`src/rtl/osc_feed.sv`:
```
// Note oscillator feeding the sequential divider: phase count, period divisor and sample pulse.
// Captures the divider quotient on done and presents it as the sawtooth sample.
module osc_feed #(
    parameter int unsigned SAMPLE_DIV = 256,
    parameter int unsigned CNT_W      = 19
) (
    input  logic             clk,
    input  logic             RST,
    input  logic [3:0]       note_sel,
    input  logic [2:0]       octave,
    input  logic             note_en,
    input  logic             done,
    input  logic [7:0]       q_in,
    output logic [CNT_W-1:0] count,
    output logic [CNT_W-1:0] dsor,
    output logic             sample,
    output logic [7:0]       wave_out,
    output logic             overrun
);

    localparam int unsigned TICK_W = $clog2(SAMPLE_DIV);
    localparam logic [TICK_W-1:0] TICK_LAST = TICK_W'(SAMPLE_DIV - 1);
    localparam logic [6:0] PEND_REST = {4'd12, 3'd0};

    typedef enum logic {StRest, StPlay} state_t;

    state_t            state;
    logic [TICK_W-1:0] tick;
    logic              busy;
    logic              done_q;
    logic [6:0]        pending;
    logic              pend_note;
    logic              done_rise;
    logic              wrap;

    function automatic logic [CNT_W-1:0] base_period(input logic [3:0] idx);
        logic [CNT_W-1:0] v;
        v = '0;
        unique case (idx)
            4'd0:    v = CNT_W'(38222);
            4'd1:    v = CNT_W'(36077);
            4'd2:    v = CNT_W'(34052);
            4'd3:    v = CNT_W'(32141);
            4'd4:    v = CNT_W'(30337);
            4'd5:    v = CNT_W'(28634);
            4'd6:    v = CNT_W'(27027);
            4'd7:    v = CNT_W'(25510);
            4'd8:    v = CNT_W'(24079);
            4'd9:    v = CNT_W'(22727);
            4'd10:   v = CNT_W'(21452);
            4'd11:   v = CNT_W'(20248);
            default: v = '0;
        endcase
        return v;
    endfunction

    // Clamp keeps the phase counter toggling 0,1 at extreme octave shifts.
    function automatic logic [CNT_W-1:0] period(input logic [6:0] p);
        logic [CNT_W-1:0] v;
        v = base_period(p[6:3]) >> p[2:0];
        if (v < CNT_W'(2)) begin
            v = CNT_W'(2);
        end
        return v;
    endfunction

    assign pend_note = (pending[6:3] < 4'd12);
    assign done_rise = done & ~done_q;
    assign wrap      = (count == dsor - CNT_W'(1));
    assign sample    = (state == StPlay) && (tick == TICK_LAST);

    always_ff @(posedge clk or negedge RST) begin
        if (!RST) begin
            state    <= StRest;
            count    <= '0;
            dsor     <= '0;
            tick     <= '0;
            busy     <= 1'b0;
            done_q   <= 1'b0;
            pending  <= PEND_REST;
            wave_out <= 8'h00;
            overrun  <= 1'b0;
        end else begin
            done_q <= done;
            if (note_en) begin
                pending <= {note_sel, octave};
            end
            unique case (state)
                StRest: begin
                    count    <= '0;
                    tick     <= '0;
                    busy     <= 1'b0;
                    wave_out <= 8'h00;
                    if (pend_note) begin
                        dsor  <= period(pending);
                        state <= StPlay;
                    end
                end
                StPlay: begin
                    tick <= (tick == TICK_LAST) ? '0 : tick + TICK_W'(1);
                    if (done_rise) begin
                        wave_out <= q_in;
                    end
                    // A done rise in the sample cycle means the previous division finished.
                    if (sample) begin
                        busy <= 1'b1;
                        if (busy && !done_rise) begin
                            overrun <= 1'b1;
                        end
                    end else if (done_rise) begin
                        busy <= 1'b0;
                    end
                    if (wrap) begin
                        count <= '0;
                        if (pend_note) begin
                            dsor <= period(pending);
                        end else begin
                            state    <= StRest;
                            tick     <= '0;
                            busy     <= 1'b0;
                            wave_out <= 8'h00;
                        end
                    end else begin
                        count <= count + CNT_W'(1);
                    end
                end
                default: state <= StRest;
            endcase
        end
    end

endmodule
```
`config.mk`:
```
export PLATFORM = sky130hd
export DESIGN_NAME = osc_feed
export DESIGN_NICKNAME = d
export VERILOG_FILES = /design/src/rtl/osc_feed.sv
export SDC_FILE = /design/constraint.sdc
export NUM_CORES = 1
export LEC_CHECK = 0
export ABC_CLOCK_PERIOD_IN_PS = 7800
export BUFFER_PORTS_ARGS = -buffer_cell sky130_fd_sc_hd__buf_2
export CAP_MARGIN = 10
export CORE_ASPECT_RATIO = 0.7
export CORE_MARGIN = 3
export CORE_UTILIZATION = 63
export CTS_CLUSTER_DIAMETER = 200
export DETAILED_ROUTE_END_ITERATION = 12
export GPL_ROUTABILITY_DRIVEN = 0
export GPL_TIMING_DRIVEN = 0
export PLACE_DENSITY = 0.91
export SLEW_MARGIN = 30
export SYNTH_ARGS = -nofsm -noshare
export SYNTH_HDL_FRONTEND = slang
export SYNTH_SLANG_ARGS = --single-unit
```
`constraint.sdc`:
```
create_clock -name clk -period 7.8 [get_ports clk]
set_clock_uncertainty 0.15 [all_clocks]
set_input_delay 0.39 -clock clk [delete_from_list [all_inputs] [get_ports clk]]
set_output_delay 0.39 -clock clk [all_outputs]
set_load 0.005 [all_outputs]
```
==> impl_table.tex, run 1 <==
\begin{tabular}{lr}
\hline
Metric & Value \\
\hline
\multicolumn{2}{l}{\textbf{Synth}} \\
Most common flop cell mapped by yosys & dfrtp\_1 \\
Cell taking the most area after synthesis & dfrtp\_1 \\
Yosys top cell area share & about a third \\
\#FFs+latches synth & 62 \\
Share of flip-flops with an asynchronous set or reset & 100\% \\
Avg Synthesized Cell Area & a little under 9 µm² \\
Cells taking the most area after synthesis & dfrtp\_1 (32\%), xnor2\_1 (5.0\%), nand2\_1 (4.9\%) \\
Post-synth EDFFs & 0 \\
Post-synth design cell area & approximately 4700 µm² \\
Synth Warn \# & 0 \\
Share of synthesized area occupied by flip-flops and latches & 33.0\% \\
Number of standard cells after synthesis & between 500 and 600 \\
Distinct cells, synth & 80 \\
\multicolumn{2}{l}{\textbf{Clocking}} \\
Hold-fix buffers, CTS & 1 \\
Root buf cell & clkbuf\_8 \\
TritonCTS Buffers & 9 \\
Insertion delay of the later-clocked pin in the worst-skew pair & 0.35 ns \\
Clock tree from TritonCTS & yes \\
Clock sinks & 62 \\
Level count of the clock H-tree & 3 \\
Post CTS Setup Buffer Count & 0 \\
Number of gates resized after CTS & 0 \\
Max Root-Sink Buffers & 2 \\
Clock transition at the registers of the reported paths & 0.08 ns \\
\multicolumn{2}{l}{\textbf{Floorplan}} \\
Full die area & roughly 8600 µm² \\
Number of placed I/O pins & 67 \\
Overall die height & 78.3 µm \\
Die outline width & 109 µm \\
Number of cell rows & 25 \\
Initial standard-cell utilization of the core & 67.2\% \\
CORE AREA & approximately 7000 µm² \\
\multicolumn{2}{l}{\textbf{Timing}} \\
Setup Viol. Count Final & 0 \\
Setup TNS after final layout & 0 ns \\
Worst slew margin relative to its limit & 47.1\% \\
Unrepaired setup endpoints after global routing & false \\
Final Cycle Share & 48.6\% \\
Worst-margin pin slew & just under 0.8 ns \\
Pins over their slew limit & 0 \\
Fin. Hold Viols & 0 \\
Time the worst path needs with I/O delays and setup & 3.79 ns \\
Top achievable clock speed & 264 MHz \\
\multicolumn{2}{l}{\textbf{Cells and area}} \\
Most common cell after layout, fill and taps aside & buf\_2 \\
Post-route design area & 5380 µm² \\
Highest-count cells in the layout ignoring fill and taps & buf\_2 (65), nand2\_1 (62), dfrtp\_1 (60), nor2\_1 (34), clkbuf\_1 (29) \\
Final Instance Count excl. Fillers & between 700 and 800 \\
Share of final-layout standard cells stronger than drive strength 1 & roughly a fifth \\
Synth-to-Final Area Change & 14.2\% \\
Count of inserted antenna diode cells & 0 \\
Post-layout net count & 651 \\
Final Core Density & 76.7\% \\
\multicolumn{2}{l}{\textbf{Hold path}} \\
Hold Path Sink & done\_q \\
Kind of path behind the tightest hold check & input pin to flop \\
Startpoint of the worst hold path & done \\
Hold Path Depth & 1 \\
\multicolumn{2}{l}{\textbf{Detailed routing}} \\
Count of vias placed by the detailed router & 4,758 \\
Routed length per instance & 18.4 µm \\
Number of vias per cell & 6.62 \\
Total iterations of the first detailed-routing run & 9 \\
Initial drt markers & between 900 and 1,000 \\
Remaining antenna violation count after routing & 0 \\
Final routed wirelength across all metal layers & 13,300 µm \\
Number of DRC violations after detailed routing & 0 \\
\multicolumn{2}{l}{\textbf{Place}} \\
Post-placement cell count & 702 \\
Post-detailed-placement cell area & 5150 µm² \\
HPWL after detailed placement & 9380 µm \\
Total of buffers placed on input and output ports & 63 \\
\multicolumn{2}{l}{\textbf{GRT}} \\
GRT Resource Usage Total & between 30\% and 40\% \\
Via count of the first global-routing pass & between 4,000 and 5,000 \\
Congestion Overflow GR & 0 \\
First-pass GRT wire length & 21,800 µm \\
Largest net degree at the start of global routing & 63 \\
Number of antenna violations at the first check in global routing & 0 \\
\multicolumn{2}{l}{\textbf{Power}} \\
Post-route total power & 1070 µW \\
Switching power total & 381 µW \\
Register share of total power & just under 40\% \\
Combinational fraction of design power & 31.9\% \\
Static Leakage & 0.00245 µW \\
Peak supply drop & 0.120 mV \\
Power share of the clock group & 29.1\% \\
Internal power consumption & 688 µW \\
Power density over the cells & 199 nW/µm² \\
Switching Fraction & 35.6\% \\
\multicolumn{2}{l}{\textbf{Worst setup path}} \\
Worst reg2reg path startpoint & dsor[1] \\
End of the worst register-to-register path & dsor[3] \\
Cell depth of the worst flop-to-flop path & 9 \\
Critical path launch point type & flop \\
Required time at the worst-slack endpoint & slightly below 8 ns \\
Endpoint type of the worst setup path & flop \\
Highest fanout seen on the critical path & 10 \\
Slack of the worst reg-to-reg path & between 4 and 5 ns \\
Critical path type & flop to flop \\
Worst EP arrival & $\sim$3.9 ns \\
\multicolumn{2}{l}{\textbf{Job}} \\
Reported max-cap violation count & 0 \\
\multicolumn{2}{l}{\textbf{Status}} \\
Status & finished, final reports clean \\
\hline
\end{tabular}
-- worst max-delay path by stage --
stage          startpoint          end  cells after the start
6_report          dsor[1]      dsor[3]                      9
5_1_grt           dsor[2]      dsor[3]                      9
4_1_cts           dsor[0]      tick[2]                     10
3_5_place_dp      dsor[0]  wave_out[3]                     10
3_3_place_gp      dsor[0]      tick[6]                     10
2_1_floorplan     dsor[0]        state                     11
-- per-stage QoR --
step | hold WS (ns) | setup WS (ns)
after CTS | 0.0264 | 4.13
final | 0.0318 | 4.01
after global placement | 0.297 | 4.25
after global routing | 0.0316 | 3.82
after floorplan | -0.0556 | 4.60
after detailed placement | 0.309 | 4.18
-- sequential cells by signal (all words and copies together) (netlist names) --
register	cells
count	19
wave_out	8
dsor	16
busy	1
overrun	1
pending	7
state	1
tick	8
done_q	1
-- critical path, cell delays in order (launching register included) --
cell and delay [ns]:
dfrtp_1 0.46, or4_1 0.55, clkbuf_1 0.24, nor4_2 0.39, mux2_2 0.39, a31oi_1 0.25, o21a_1 0.38, clkbuf_1 0.46
o221ai_1 0.21, nor3_1 0.20
-- routing by layer --
metal	track usage (%)	wire, µm	vias to the layer above
met4	11.0	339	0
met2	48.2	5770	362
met5	0	0	-
met3	6.82	1650	51
met1	45.5	5500	2242
li1	-	-	2103
-- cell families after synthesis --
logic type | after synthesis | share of synthesized area (%)
buffers and inverters | 57 | 5.39
AO/OA/AOI/OAI | 94 | 14.9
AND/OR/NAND/NOR | 251 | 29.3
adder cells (fa/ha/maj) | 12 | 3.19
other | 1 | 0.0796
XOR/XNOR | 45 | 8.37
multiplexers | 21 | 5.77
flip-flops | 62 | 33.0
-- layout make-up --
cell class | count | area, µm²
clock inverters | 5 | 63.8
inverters | 16 | 60.1
clock buffers | 11 | 151
fillers | 499 | 1630
flip-flops and latches | 62 | 1550
multi-input cells | 426 | 2910
repair buffers | 64 | 328
plain buffers | 41 | 194
well taps | 94 | 118
-- power groups by stage --
stage	sequential (µW)	combinational [µW]	clock, µW
after detailed placement	421	324	0
after global routing	424	371	328
after floorplan	414	233	0
final	417	341	311
after global placement	418	310	0
after CTS	415	332	312
-- cell usage after synthesis (all sizes together) (6+ instances only) --
cell and count:
nand2 63, dfrtp 60, nor2 43, clkbuf 30, nand3 27, xnor2 27
and3 24, o21ai 22, xor2 18, inv 16, nor2b 15, nor3 13
ha 12, o211ai 12, buf 11, nand4 11, mux2 9, or3 9
mux2i 8, and2 7, a21oi 6
No activity file was read; power rests on OpenSTA's default activity.
==> inputs of run 2 (changes only) <==
--- a/config.mk
+++ b/config.mk
@@ -5,17 +5,17 @@
 export SDC_FILE = /design/constraint.sdc
 export NUM_CORES = 1
 export LEC_CHECK = 0
-export ABC_CLOCK_PERIOD_IN_PS = 7800
+export ABC_CLOCK_PERIOD_IN_PS = 3450
 export BUFFER_PORTS_ARGS = -buffer_cell sky130_fd_sc_hd__buf_2
 export CAP_MARGIN = 10
 export CORE_ASPECT_RATIO = 0.7
 export CORE_MARGIN = 3
-export CORE_UTILIZATION = 63
+export CORE_UTILIZATION = 53
 export CTS_CLUSTER_DIAMETER = 200
 export DETAILED_ROUTE_END_ITERATION = 12
 export GPL_ROUTABILITY_DRIVEN = 0
 export GPL_TIMING_DRIVEN = 0
-export PLACE_DENSITY = 0.91
+export PLACE_DENSITY = 0.82
 export SLEW_MARGIN = 30
 export SYNTH_ARGS = -nofsm -noshare
 export SYNTH_HDL_FRONTEND = slang
==> constraint.sdc (replaced) <==
create_clock -name clk -period 3.45 [get_ports clk]
set_clock_uncertainty 0.15 [all_clocks]
set_input_delay 0.1725 -clock clk [delete_from_list [all_inputs] [get_ports clk]]
set_output_delay 0.1725 -clock clk [all_outputs]
set_load 0.005 [all_outputs]
==> run 2 against run 1 <==
Register-to-register slack worse by 3.9 ns. Utilization is 9.4 points lower. Worst hold slack worse by 0.0020 ns. Sequential share of layout area decreased by 1.8 points. Via count up 0.38%. Clock-buffer cell count up 1. Critical path depth increased by 3. Critical path type unchanged. Largest power group unchanged.
==> impl_table.tex, run 2 (same netlist as run 1, synthesis figures left out) <==
\begin{tabular}{lr}
\hline
Metric & Value \\
\hline
\multicolumn{2}{l}{\textbf{Cells and area}} \\
Post-route design area & 5750 µm² \\
Synth-to-Final Area Change & 22.2\% \\
Share of final-layout standard cells stronger than drive strength 1 & 23.8\% \\
Fill count & about 700 \\
Highest-count cells in the layout ignoring fill and taps & buf\_2 (65), nand2\_1 (62), dfrtp\_1 (58), nor2\_1 (34), xnor2\_1 (27) \\
Register ranked first by flip-flop count & count \\
Post-layout net count & about 670 \\
Flip-flop count of the largest register after layout & 19 \\
Most common cell after layout, fill and taps aside & buf\_2 \\
Final Core Density & 67.3\% \\
Count of inserted antenna diode cells & 0 \\
Largest registers & count (19), dsor (16) \\
Final Instance Count excl. Fillers & 764 \\
\multicolumn{2}{l}{\textbf{GRT}} \\
Largest net degree at the start of global routing & 63 \\
Via count of the first global-routing pass & 4,454 \\
GRT Resource Usage Total & 27.1\% \\
Congestion Overflow GR & 0 \\
First-pass GRT wire length & 22,100 µm \\
Number of antenna violations at the first check in global routing & 0 \\
\multicolumn{2}{l}{\textbf{Timing}} \\
Top achievable clock speed & 298 MHz \\
Unrepaired setup endpoints after global routing & false \\
Pins over their slew limit & 0 \\
Setup Viol. Count Final & 0 \\
Fin. Hold Viols & 0 \\
Setup slack of the critical path after layout & about 0.094 ns \\
Final-layout worst hold slack & 0.0299 ns \\
Final Cycle Share & 97.3\% \\
Worst-margin pin slew & 0.877 ns \\
Worst slew margin relative to its limit & 41.3\% \\
Time the worst path needs with I/O delays and setup & 3.36 ns \\
\multicolumn{2}{l}{\textbf{Job}} \\
Reported max-cap violation count & 0 \\
\multicolumn{2}{l}{\textbf{Power}} \\
Power density over the cells & 453 nW/µm² \\
Peak supply drop & approximately 0.31 mV \\
Static Leakage & 0.00260 µW \\
\multicolumn{2}{l}{\textbf{Detailed routing}} \\
Routed length per instance & 18.4 µm \\
Total iterations of the first detailed-routing run & 5 \\
Remaining antenna violation count after routing & 0 \\
Count of vias placed by the detailed router & 4,776 \\
Number of DRC violations after detailed routing & 0 \\
Number of vias per cell & 6.25 \\
Initial drt markers & 641 \\
Final routed wirelength across all metal layers & 14,000 µm \\
\multicolumn{2}{l}{\textbf{Floorplan}} \\
Number of placed I/O pins & 67 \\
Full die area & 10,100 µm² \\
Overall die height & 84.9 µm \\
Number of cell rows & 28 \\
Initial standard-cell utilization of the core & 55.1\% \\
Die outline width & 119 µm \\
CORE AREA & between 8000 and 9000 µm² \\
\multicolumn{2}{l}{\textbf{Worst setup path}} \\
Required time at the worst-slack endpoint & about 3.5 ns \\
Critical-path top delay cell & dfrtp\_2 \\
Most used cell, CP & buf\_4 \\
Family with the most delay on the worst path & simple AND/OR/NAND/NOR gates \\
Highest fanout seen on the critical path & 10 \\
Critical path buffer and inverter count & 4 \\
Critical path type & flop to flop \\
Critical path launch point type & flop \\
Largest stage delay on the critical path & 0.45 ns \\
Cells along the critical path & inv\_1, ha\_4, or3b\_4, or3\_4, nor4b\_4, o211ai\_2, buf\_4, nor3\_4, buf\_4, clkbuf\_2, nand3\_1, o211ai\_1 \\
Worst EP arrival & 3.44 ns \\
Endpoint type of the worst setup path & flop \\
\multicolumn{2}{l}{\textbf{Clocking}} \\
Clock sinks & 62 \\
Insertion delay of the later-clocked pin in the worst-skew pair & about 0.34 ns \\
Root buf cell & clkbuf\_16 \\
Clock tree from TritonCTS & yes \\
Max Root-Sink Buffers & 2 \\
TritonCTS Buffers & 9 \\
Level count of the clock H-tree & 3 \\
Clock transition at the registers of the reported paths & 0.05 ns \\
\multicolumn{2}{l}{\textbf{Status}} \\
Status & finished, final reports clean \\
\multicolumn{2}{l}{\textbf{Place}} \\
Post-detailed-placement cell area & 5180 µm² \\
Worst setup slack before clock tree synthesis & -0.261 ns \\
Post-placement cell count & 728 \\
HPWL after detailed placement & 9690 µm \\
Total of buffers placed on input and output ports & 63 \\
\multicolumn{2}{l}{\textbf{Hold path}} \\
Kind of path behind the tightest hold check & input pin to flop \\
\hline
\end{tabular}
run 2: changes by cell type in the layout (fill, tap and decap cells not counted), sizes merged:
| cell | delta |
|---|---|
| buf | +8 |
| clkinv | +2 |
| inv | -2 |
| bufinv | -1 |
| clkinvlp | -1 |
| dlygate4sd3 | +12 |
| clkbuf | +1 |
run 2: power by group:
part           switching, µW  leakage [µW]  total, µW  internal, µW
Combinational            425       0.00169        785           359
Clock                    339      0.000144        878           539
Sequential               110      0.000769        942           832
run 2: per-layer routing:
| layer | up-vias | track usage (%) | share of wire, % |
|---|---|---|---|
| met5 | - | 0 | 0 |
| met4 | 0 | 9.57 | 2.4 |
| met3 | 53 | 6.93 | 12 |
| met2 | 350 | 40.2 | 44 |
| met1 | 2229 | 38.6 | 41 |
| li1 | 2144 | - | - |
run 2: final timing paths:
check | cells past startpoint | start | slack, ns | endpoint
worst max-delay path | 12 | dsor[0] | 0.09 | dsor[8]
worst min-delay path | 4 | q_in[7] | 0.03 | wave_out[7]
worst max register to register | 12 | dsor[0] | 0.09 | dsor[8]
worst min register to register | 1 | overrun | 0.31 | overrun
max in group asynchronous | 2 | RST | 2.23 | dsor[0]
min in group asynchronous | 2 | RST | 0.33 | overrun
run 2: repair_timing:
action                                 CTS  global route
setup endpoints to repair               37            43
resized for setup                        5            14
endpoints found under the hold margin   68             0
hold buffers                            13             0
buffers inserted                         3             5
cloned                                   0             1
pin swaps                                3             6
run 2: final cells by class:
cell class	instances	area, µm²	area share, %
repair buffers	85	549	9.55
well taps	120	150	2.61
plain buffers	40	194	3.37
inverters	16	60.1	1.04
clock inverters	3	18.8	0.326
multi-input cells	426	2960	51.4
flip-flops and latches	62	1560	27.1
clock buffers	12	267	4.63
run 2: through the flow:
step	TNS [ns]	power [µW]
2_1_floorplan	0	1460
3_3_place_gp	-0.980	1650
3_5_place_dp	-4.23	1690
4_1_cts	0	2580
5_1_grt	0	2730
6_report	0	2600
run 2: worst reg2reg max path, delay by kind of cell, from the launching register on:
family / cells / cell delay, ns
buf+inv: 4 / 0.79
compound gates: 2 / 0.23
flops: 1 / 0.45
fa+ha+maj: 1 / 0.17
simple gates: 5 / 1.46
